===== src/rtl/jk_pkg.sv =====
// Shared definitions for JK flip-flop checking: monitor FSM states, error/coverage bit
// positions and the JK next-state reference function.
package jk_pkg;

  typedef enum logic {
    UNSYNC = 1'b0,
    CHECK  = 1'b1
  } jk_state_e;

  localparam int unsigned ErrCodeW = 2;
  localparam int unsigned ErrQ     = 0;
  localparam int unsigned ErrQb    = 1;

  localparam int unsigned CovW      = 5;
  localparam int unsigned CovHold   = 0;
  localparam int unsigned CovReset  = 1;
  localparam int unsigned CovSet    = 2;
  localparam int unsigned CovToggle = 3;
  localparam int unsigned CovObsRst = 4;

  // Next q of a JK flop with an active-high synchronous reset that overrides J/K.
  function automatic logic jk_next(input logic q, input logic j, input logic k,
                                   input logic rst);
    logic nxt;
    if (rst) begin
      nxt = 1'b0;
    end else begin
      case ({j, k})
        2'b00:   nxt = q;
        2'b01:   nxt = 1'b0;
        2'b10:   nxt = 1'b1;
        default: nxt = ~q;
      endcase
    end
    return nxt;
  endfunction

endpackage


===== src/rtl/jk_sat_counter.sv =====
// Saturating up-counter with a synchronous clear that wins over a same-cycle increment.
module jk_sat_counter #(
  parameter int unsigned CNT_W = 8
) (
  input  logic             clk,
  input  logic             rst,
  input  logic             clr,
  input  logic             inc,
  output logic [CNT_W-1:0] cnt
);

  localparam logic [CNT_W-1:0] CntMax = '1;

  logic [CNT_W-1:0] cnt_d, cnt_q;

  always_comb begin
    cnt_d = cnt_q;
    if (clr) begin
      cnt_d = '0;
    end else if (inc && (cnt_q != CntMax)) begin
      cnt_d = cnt_q + CNT_W'(1);
    end
  end

  always_ff @(posedge clk or negedge rst) begin
    if (!rst) begin
      cnt_q <= '0;
    end else begin
      cnt_q <= cnt_d;
    end
  end

  assign cnt = cnt_q;

endmodule


===== src/rtl/jk_ff_monitor.sv =====
// Runtime checker for an external JK flop: predicts q one edge ahead, checks qb against q,
// counts errors and records which J/K/reset modes have been exercised.
module jk_ff_monitor
  import jk_pkg::*;
#(
  parameter int unsigned CNT_W = 8
) (
  input  logic                clk,
  input  logic                rst,
  input  logic                en,
  input  logic                clr,
  input  logic                obs_rst,
  input  logic                j,
  input  logic                k,
  input  logic                q,
  input  logic                qb,
  output logic                err,
  output logic [ErrCodeW-1:0] err_code,
  output logic [CNT_W-1:0]    err_cnt,
  output logic [CovW-1:0]     cov,
  output logic                cov_all,
  output logic                synced
);

  jk_state_e           state_q;
  logic                exp_q;
  logic                err_q;
  logic [ErrCodeW-1:0] code_q;
  logic [CovW-1:0]     cov_q;

  logic [ErrCodeW-1:0] bits;
  logic [CovW-1:0]     cov_hit;
  logic                err_inc;

  always_comb begin
    bits = '0;
    // q is only comparable once a prediction has been loaded.
    bits[ErrQ]  = (state_q == CHECK) && (q != exp_q);
    bits[ErrQb] = (qb == q);

    cov_hit = '0;
    if (obs_rst) begin
      cov_hit[CovObsRst] = 1'b1;
    end else begin
      case ({j, k})
        2'b00:   cov_hit[CovHold]   = 1'b1;
        2'b01:   cov_hit[CovReset]  = 1'b1;
        2'b10:   cov_hit[CovSet]    = 1'b1;
        default: cov_hit[CovToggle] = 1'b1;
      endcase
    end
  end

  assign err_inc = en && (bits != '0);

  always_ff @(posedge clk or negedge rst) begin
    if (!rst) begin
      state_q <= UNSYNC;
      exp_q   <= 1'b0;
      err_q   <= 1'b0;
      code_q  <= '0;
      cov_q   <= '0;
    end else begin
      if (en) begin
        state_q <= CHECK;
        // Always predict from the flop's actual q so one fault is reported once.
        exp_q   <= jk_next(q, j, k, obs_rst);
        err_q   <= err_inc;
        if (err_inc) begin
          code_q <= bits;
        end
      end else begin
        state_q <= UNSYNC;
        err_q   <= 1'b0;
      end

      if (clr) begin
        cov_q <= '0;
      end else if (en) begin
        cov_q <= cov_q | cov_hit;
      end
    end
  end

  jk_sat_counter #(
    .CNT_W (CNT_W)
  ) u_err_cnt (
    .clk (clk),
    .rst (rst),
    .clr (clr),
    .inc (err_inc),
    .cnt (err_cnt)
  );

  assign err      = err_q;
  assign err_code = code_q;
  assign cov      = cov_q;
  assign cov_all  = &cov_q;
  assign synced   = (state_q == CHECK);

endmodule


===== config.mk =====
export PLATFORM = sky130hd
export DESIGN_NAME = jk_ff_monitor
export DESIGN_NICKNAME = d
export VERILOG_FILES = /design/src/rtl/jk_pkg.sv /design/src/rtl/jk_sat_counter.sv /design/src/rtl/jk_ff_monitor.sv
export SDC_FILE = /design/constraint.sdc
export NUM_CORES = 1
export LEC_CHECK = 0
export ABC_AREA = 1
export BUFFER_PORTS_ARGS = -buffer_cell sky130_fd_sc_hd__buf_2
export CORE_MARGIN = 2
export CORE_UTILIZATION = 54
export DETAILED_ROUTE_END_ITERATION = 6
export GPL_ROUTABILITY_DRIVEN = 0
export PLACE_DENSITY = 0.82
export SYNTH_ARGS = -nofsm -noshare
export SYNTH_HDL_FRONTEND = slang
export SYNTH_HIERARCHICAL = 1
export SYNTH_SLANG_ARGS = --single-unit

===== constraint.sdc =====
create_clock -name clk -period 3.4 [get_ports clk]
set_input_delay 0.34 -clock clk [delete_from_list [all_inputs] [get_ports clk]]
set_output_delay 0.34 -clock clk [all_outputs]
set_load 0.1 [all_outputs]

# Yosys cells after proc, flatten, opt, wreduce, memory -nomap -nowiden
# Index checks and enable logic that the tools add are counted.
totals:
  mem_count: 0
  input_bits: 9
  latchBits: 0
  out_inout_bits: 18
  romBits: 0
  regBits: 18
  elab_cells: 38
  mem_bits_rw: 0
op_classes:
  n_eq_ne: 5
  n_lt_le_gt_ge: 0
  n_shift: 0
  multipliers: 0
  n_div: 0
  n_bitwise: 2
  addsub: 1
  mux: 14
  reduce_logical: 10
ops:
  columns: ["cell", "count"]
  rows:
  - ["$mux 8", 2]
  - ["$mux 5", 2]
  - ["$add 8x1->8 const B", 1]
  - ["$mux 1", 8]
  - ["$ne 8x8->1 const B", 1]
  - ["$reduce_bool 2->1", 3]
  - ["$or 5x5->5", 1]
  - ["$reduce_and 5->1", 1]
  - ["$mux 4", 1]
  - ["$logic_and 1x1->1", 3]
  - ["$pmux 1 s3", 1]
  - ["$reduce_or 3->1", 1]
  - ["$eq 2x1->1 const B", 1]
  - ["$eq 2x2->1 const B", 1]
  - ["$logic_not 2->1", 1]
  - ["$reduce_and 2->1", 1]
  - ["$eq 1x1->1", 1]
  - ["$ne 1x1->1", 1]
  - ["$not 1->1", 1]

# Longest topological paths before layout
depth:
  word_depth: 7
  mapped_depth: 9
  depth_no_buf: 9

# Cells and area by module
# Netlist, hierarchy kept.
modules_own_cells:
  columns: ["module", "seq_area_each_um2", "area_per_inst_um2", "cells_per_inst", "instances"]
  rows:
  - ["jk_sat_counter", 200.2, 511.7, 74, 1]
  - ["jk_ff_monitor", 250.2, 435.4, 53, 1]

# Worst setup path after synthesis
# OpenSTA, ideal clock, no wires.
synth_path:
  path_kind: "register -> output"
  start: "register cov_q[2], in the netlist cov[2]"
  end: "output cov_all"
  arrival_ns: 3.144
  required_time_ns: 3.060
  setup_slack_ns: -0.084
  stages_incl_launch_ff: 3
  n_path_buf: 0
  cell_sequence: "dfrtp_1 inv_1 nor3_1"
synth_between:
  elab_chain_len: 1
synth_lines:
  columns: ["item", "line", "rtl"]
  rows:
  - ["from (decl)", "jk_ff_monitor.sv:29", "logic [CovW-1:0] cov_q;"]
  - ["from (signal assigned)", "jk_ff_monitor.sv:80", "cov_q <= cov_q | cov_hit;"]
  - ["$reduce_and 5->1", "jk_ff_monitor.sv:98", "assign cov_all = &cov_q;"]
  - ["to (decl)", "jk_ff_monitor.sv:21", "output logic cov_all,"]
# No other way between the ends.

# Final worst setup path
layout_path:
  start: "register cov_q[4], in the netlist cov[4]"
  end: "output cov_all"
# Same word-level chain as after synthesis.

==> results.md <==
- The run finished with clean final reports.
- The family with the most delay on the worst path is buffers and inverters.
- 0 antenna diodes ended up in the layout.
- CTS built an H-tree with a depth of 1.
- The leakage power of the design is approximately 0.64 nW.
- After technology mapping, the gate count stands at about 130.
- Using the TritonRoute via totals, the vias-per-cell ratio works out to 5.11.
- The parity-gate share of the synthesized area counting xor and xnor cells is 0.
- The number of standard-cell rows in the floorplan is 15.
- Between clock sinks in the finished design, the worst skew comes to 0.00285 ns.
- The overall die area is 2100 sq um.
- Input and output buffers added on the ports amount to 26.
- Counting both buffers and inverters, the worst setup path holds a total of 1.
- For this design the top-level I/O count stands at 27.
- The setup path with the least slack is of type flop to output port.
- Along the worst hold path, the cell count comes to 1.
- The Yosys step of the flow raised 6 warnings.
- The largest single stage delay on the critical path is about 0.44 ns.
- After clock tree synthesis, the clock-pin slew on the worst setup and hold paths is 0.10 ns.
- The arithmetic-cell share of the synthesized area counting full adders, half adders and majority gates is 0.0132.
- The depth of the critical timing path with buffers and inverters included is 3.
- The maximum net fanout on the critical path is 3.
- The signal on the critical path passes through nand3_1 > nor3_2 > buf_2.
- The element type at the critical path start is a flop.
- The root cell of the clock tree is sky130_fd_sc_hd__clkbuf_4.
- The worst hold-check path type is input port to flop.
- The initial utilization of the core area, before any placement, comes to 0.561.
- The number of maximum-capacitance constraint violations is 0.
- By area, the combinational part of the netlist is dominated by simple AND/OR/NAND/NOR gates.
- The library cells used most frequently in the layout, excluding fill and tap cells, are sky130_fd_sc_hd__nand2_1 (39), sky130_fd_sc_hd__buf_2 (26), sky130_fd_sc_hd__inv_1 (19).
- Counting flops and latches in the post-synthesis netlist gives 18.
- The global-route wire length before repair is approximately 3.2 mm.
- The slowest stage of the critical path belongs to the cell sky130_fd_sc_hd__buf_2.
- The number of setup violations in the final report is 0.
- Of all cell types, the one taking the most synthesized area is sky130_fd_sc_hd__dfrtp_1.
- The number of sinks driven by the clock tree is 18.
- Leaving out filler cells and counting taps, the final layout contains roughly 180.
- Sorting the synthesized cells by area gives the leading types as sky130_fd_sc_hd__dfrtp_1 (48%), sky130_fd_sc_hd__nand2_1 (15%), sky130_fd_sc_hd__inv_1 (7.5%), sky130_fd_sc_hd__nand3_1 (6.9%), sky130_fd_sc_hd__a21oi_1 (4.8%).
- After detailed routing, the number of remaining DRC violations is 0.
- The post-detailed-route wirelength per cell is 11.2 microns.
- The worst-case IR drop observed on VDD is 0.000301 V.
- Summed over all layers, the routed wires come to 1.96 mm.
- The worst path arrival time is 1.34 ns.
- Compared with the post-synthesis result, the final layout area differs by 21.4%.
- Measured against its own limit, the worst slew margin works out to 0.677.
- Counting cells, the worst reg-to-reg path comes to 7.
- The count of TritonRoute iterations in the first routing pass is 4.
- The number of placed cells counting well taps is 170.
- The share of post-route cells with drive strength above 1 is 0.259.
- The post-route minimum period is between 1.5 and 2 ns.
- The overall die width is 45.9 microns.
- The number of DRC violations after detailed-routing iteration 0 is 14.
- The number of buffers on the longest clock path is 2.
- After global routing the overflow that remains totals 0.
- The mean post-synth cell area is approximately 7.5 sq um.
- The distinct cell type count of the synthesized netlist is 18.
- Measured against the total synthesized area, the mux share comes to 0.
- The mapped netlist covers between 900 and 1000 sq um.
- The HPWL reported at the end of detailed placement is 1.47 mm.
- The die height is 45.9 microns.
- The maximum clock frequency is just under 0.6 GHz.
- The register area share after synthesis is 0.476.
- The max-slew violation count was 0.
- The worst setup path is captured at an output port.
- The setup TNS is 0 ns.
- The library cell used most frequently in the layout, excluding fill and tap cells, is sky130_fd_sc_hd__nand2_1.
- In the global route stage, overall resource usage came out at 0.217.
- Of the available clock period, the critical path in the final layout requires 0.493.
- The maximum number of pins on one net before global-route repair is 19.
- The simple-gate area share of the yosys netlist is 0.336.
- Across all layers, the routed design uses 894 vias.
- The initial antenna violation count was 0.
- The power per cell area is roughly 470 nW/um^2.
- At the later pin of the worst-skew pair, clock insertion delay measures 0.29 ns.
- The post-synthesis compound-gate area fraction is 0.0832.
- The critical path data required time is 3.06 ns.
- The final-report hold violation count came to 0.
- The share of synthesized area in the top cell type comes to 0.476.
- The number of nets in the final layout is 169.
- At the pin with the least slew margin, the transition time is 0.488 ns.
- The floorplan step defined a core boundary enclosing 1690 sq um.
- The number of buffers inserted during clock tree synthesis is 3.
- Setup repair after global routing left no endpoint under its margin.
- The final antenna-violating net count is 0.
- The count of cells resized by post-cts repair is 0.
- The synthesized netlist net count is about 140.
- The via count of the first global-routing pass is 758.
- The CTS tree is yes.
[cells in the mapped netlist]
master and n:
sky130_fd_sc_hd__nand2_1 39, sky130_fd_sc_hd__inv_1 19, sky130_fd_sc_hd__dfrtp_1 18, sky130_fd_sc_hd__nand3_1 13, sky130_fd_sc_hd__nor2_1 10, sky130_fd_sc_hd__a21oi_1 9, sky130_fd_sc_hd__nor3_1 3, sky130_fd_sc_hd__inv_2 2
sky130_fd_sc_hd__nand2_2 2, sky130_fd_sc_hd__nor2_2 2, sky130_fd_sc_hd__o21ai_1 2, sky130_fd_sc_hd__o21bai_1 2, sky130_fd_sc_hd__a21oi_2 1, sky130_fd_sc_hd__clkinv_4 1, sky130_fd_sc_hd__ha_1 1, sky130_fd_sc_hd__nand2_4 1
sky130_fd_sc_hd__nand4_1 1, sky130_fd_sc_hd__nor2_4 1
[state kept, by name (all words and copies together), names as in the netlist]
name	cells
err	1
synced	1
err_code	2
u_err_cnt/cnt	8
cov	5
exp_q	1
[path summary, 6_finish.rpt]
kind	startpoint	to	slack, ns
max	cov[4]	cov_all	1.72
min	en	synced	0.23
max reg2reg	u_err_cnt/cnt[1]	u_err_cnt/cnt[7]	1.98
min reg2reg	err_code[1]	err_code[1]	0.48
max in group asynchronous	rst	u_err_cnt/cnt[6]	2.62
min in group asynchronous	rst	cov[1]	0.49
[layer usage]
metal / routed length [microns] / part of all wire / GRT usage / vias up
li1: - / - / - / 463
met1: 901 / 0.46 / 0.290 / 393
met2: 917 / 0.47 / 0.339 / 34
met3: 102 / 0.052 / 0.0357 / 4
met4: 42 / 0.021 / 0.103 / 0
met5: 0 / 0 / 0 / -
[repair_timing]
item / in CTS / in global routing
buffers inserted: 0 / 0
hold buffers: 1 / 0
endpoints found under the hold margin: 18 / 0
[cells by family (layout without fill, tap and decap cells)]
| kind of cell | count (synthesis) | after routing |
|---|---|---|
| and+or+nand+nor | 72 | 72 |
| buffers and inverters | 22 | 53 |
| DFF | 18 | 18 |
| AOI/OAI and AO/OA | 14 | 14 |
| adders and majority gates | 1 | 1 |
[stage by stage]
| step | area [sq um] | setup slack [ns] | power, mW | util | hold WS [ns] |
|---|---|---|---|---|---|
| 2_1_floorplan | 952 | 0.744 | 0.377 | - | 0.0444 |
| 3_3_place_gp | 1100 | 1.95 | 0.411 | 0.653 | 0.285 |
| 3_5_place_dp | 1100 | 1.86 | 0.414 | 0.653 | 0.288 |
| 4_1_cts | 1150 | 1.70 | 0.544 | 0.681 | 0.235 |
| 5_1_grt | 1150 | 1.64 | 0.567 | 0.681 | 0.233 |
| 6_report | 1150 | 1.72 | 0.542 | 0.681 | 0.234 |
[layout make-up]
type | instances | area, sq um
fillers | 140 | 539
flip-flops and latches | 18 | 450
multi-input cells | 87 | 414
repair buffers | 27 | 140
inverters | 22 | 87.6
clock buffers | 4 | 36.3
well taps | 17 | 21.3
[power by group]
group          switching (mW)  total (mW)  internal [mW]
clock                  0.0660       0.131         0.0653
combinational           0.141       0.170         0.0287
sequential             0.0121       0.240          0.228
total                   0.220       0.542          0.322
(Power assumes the default switching activity.)
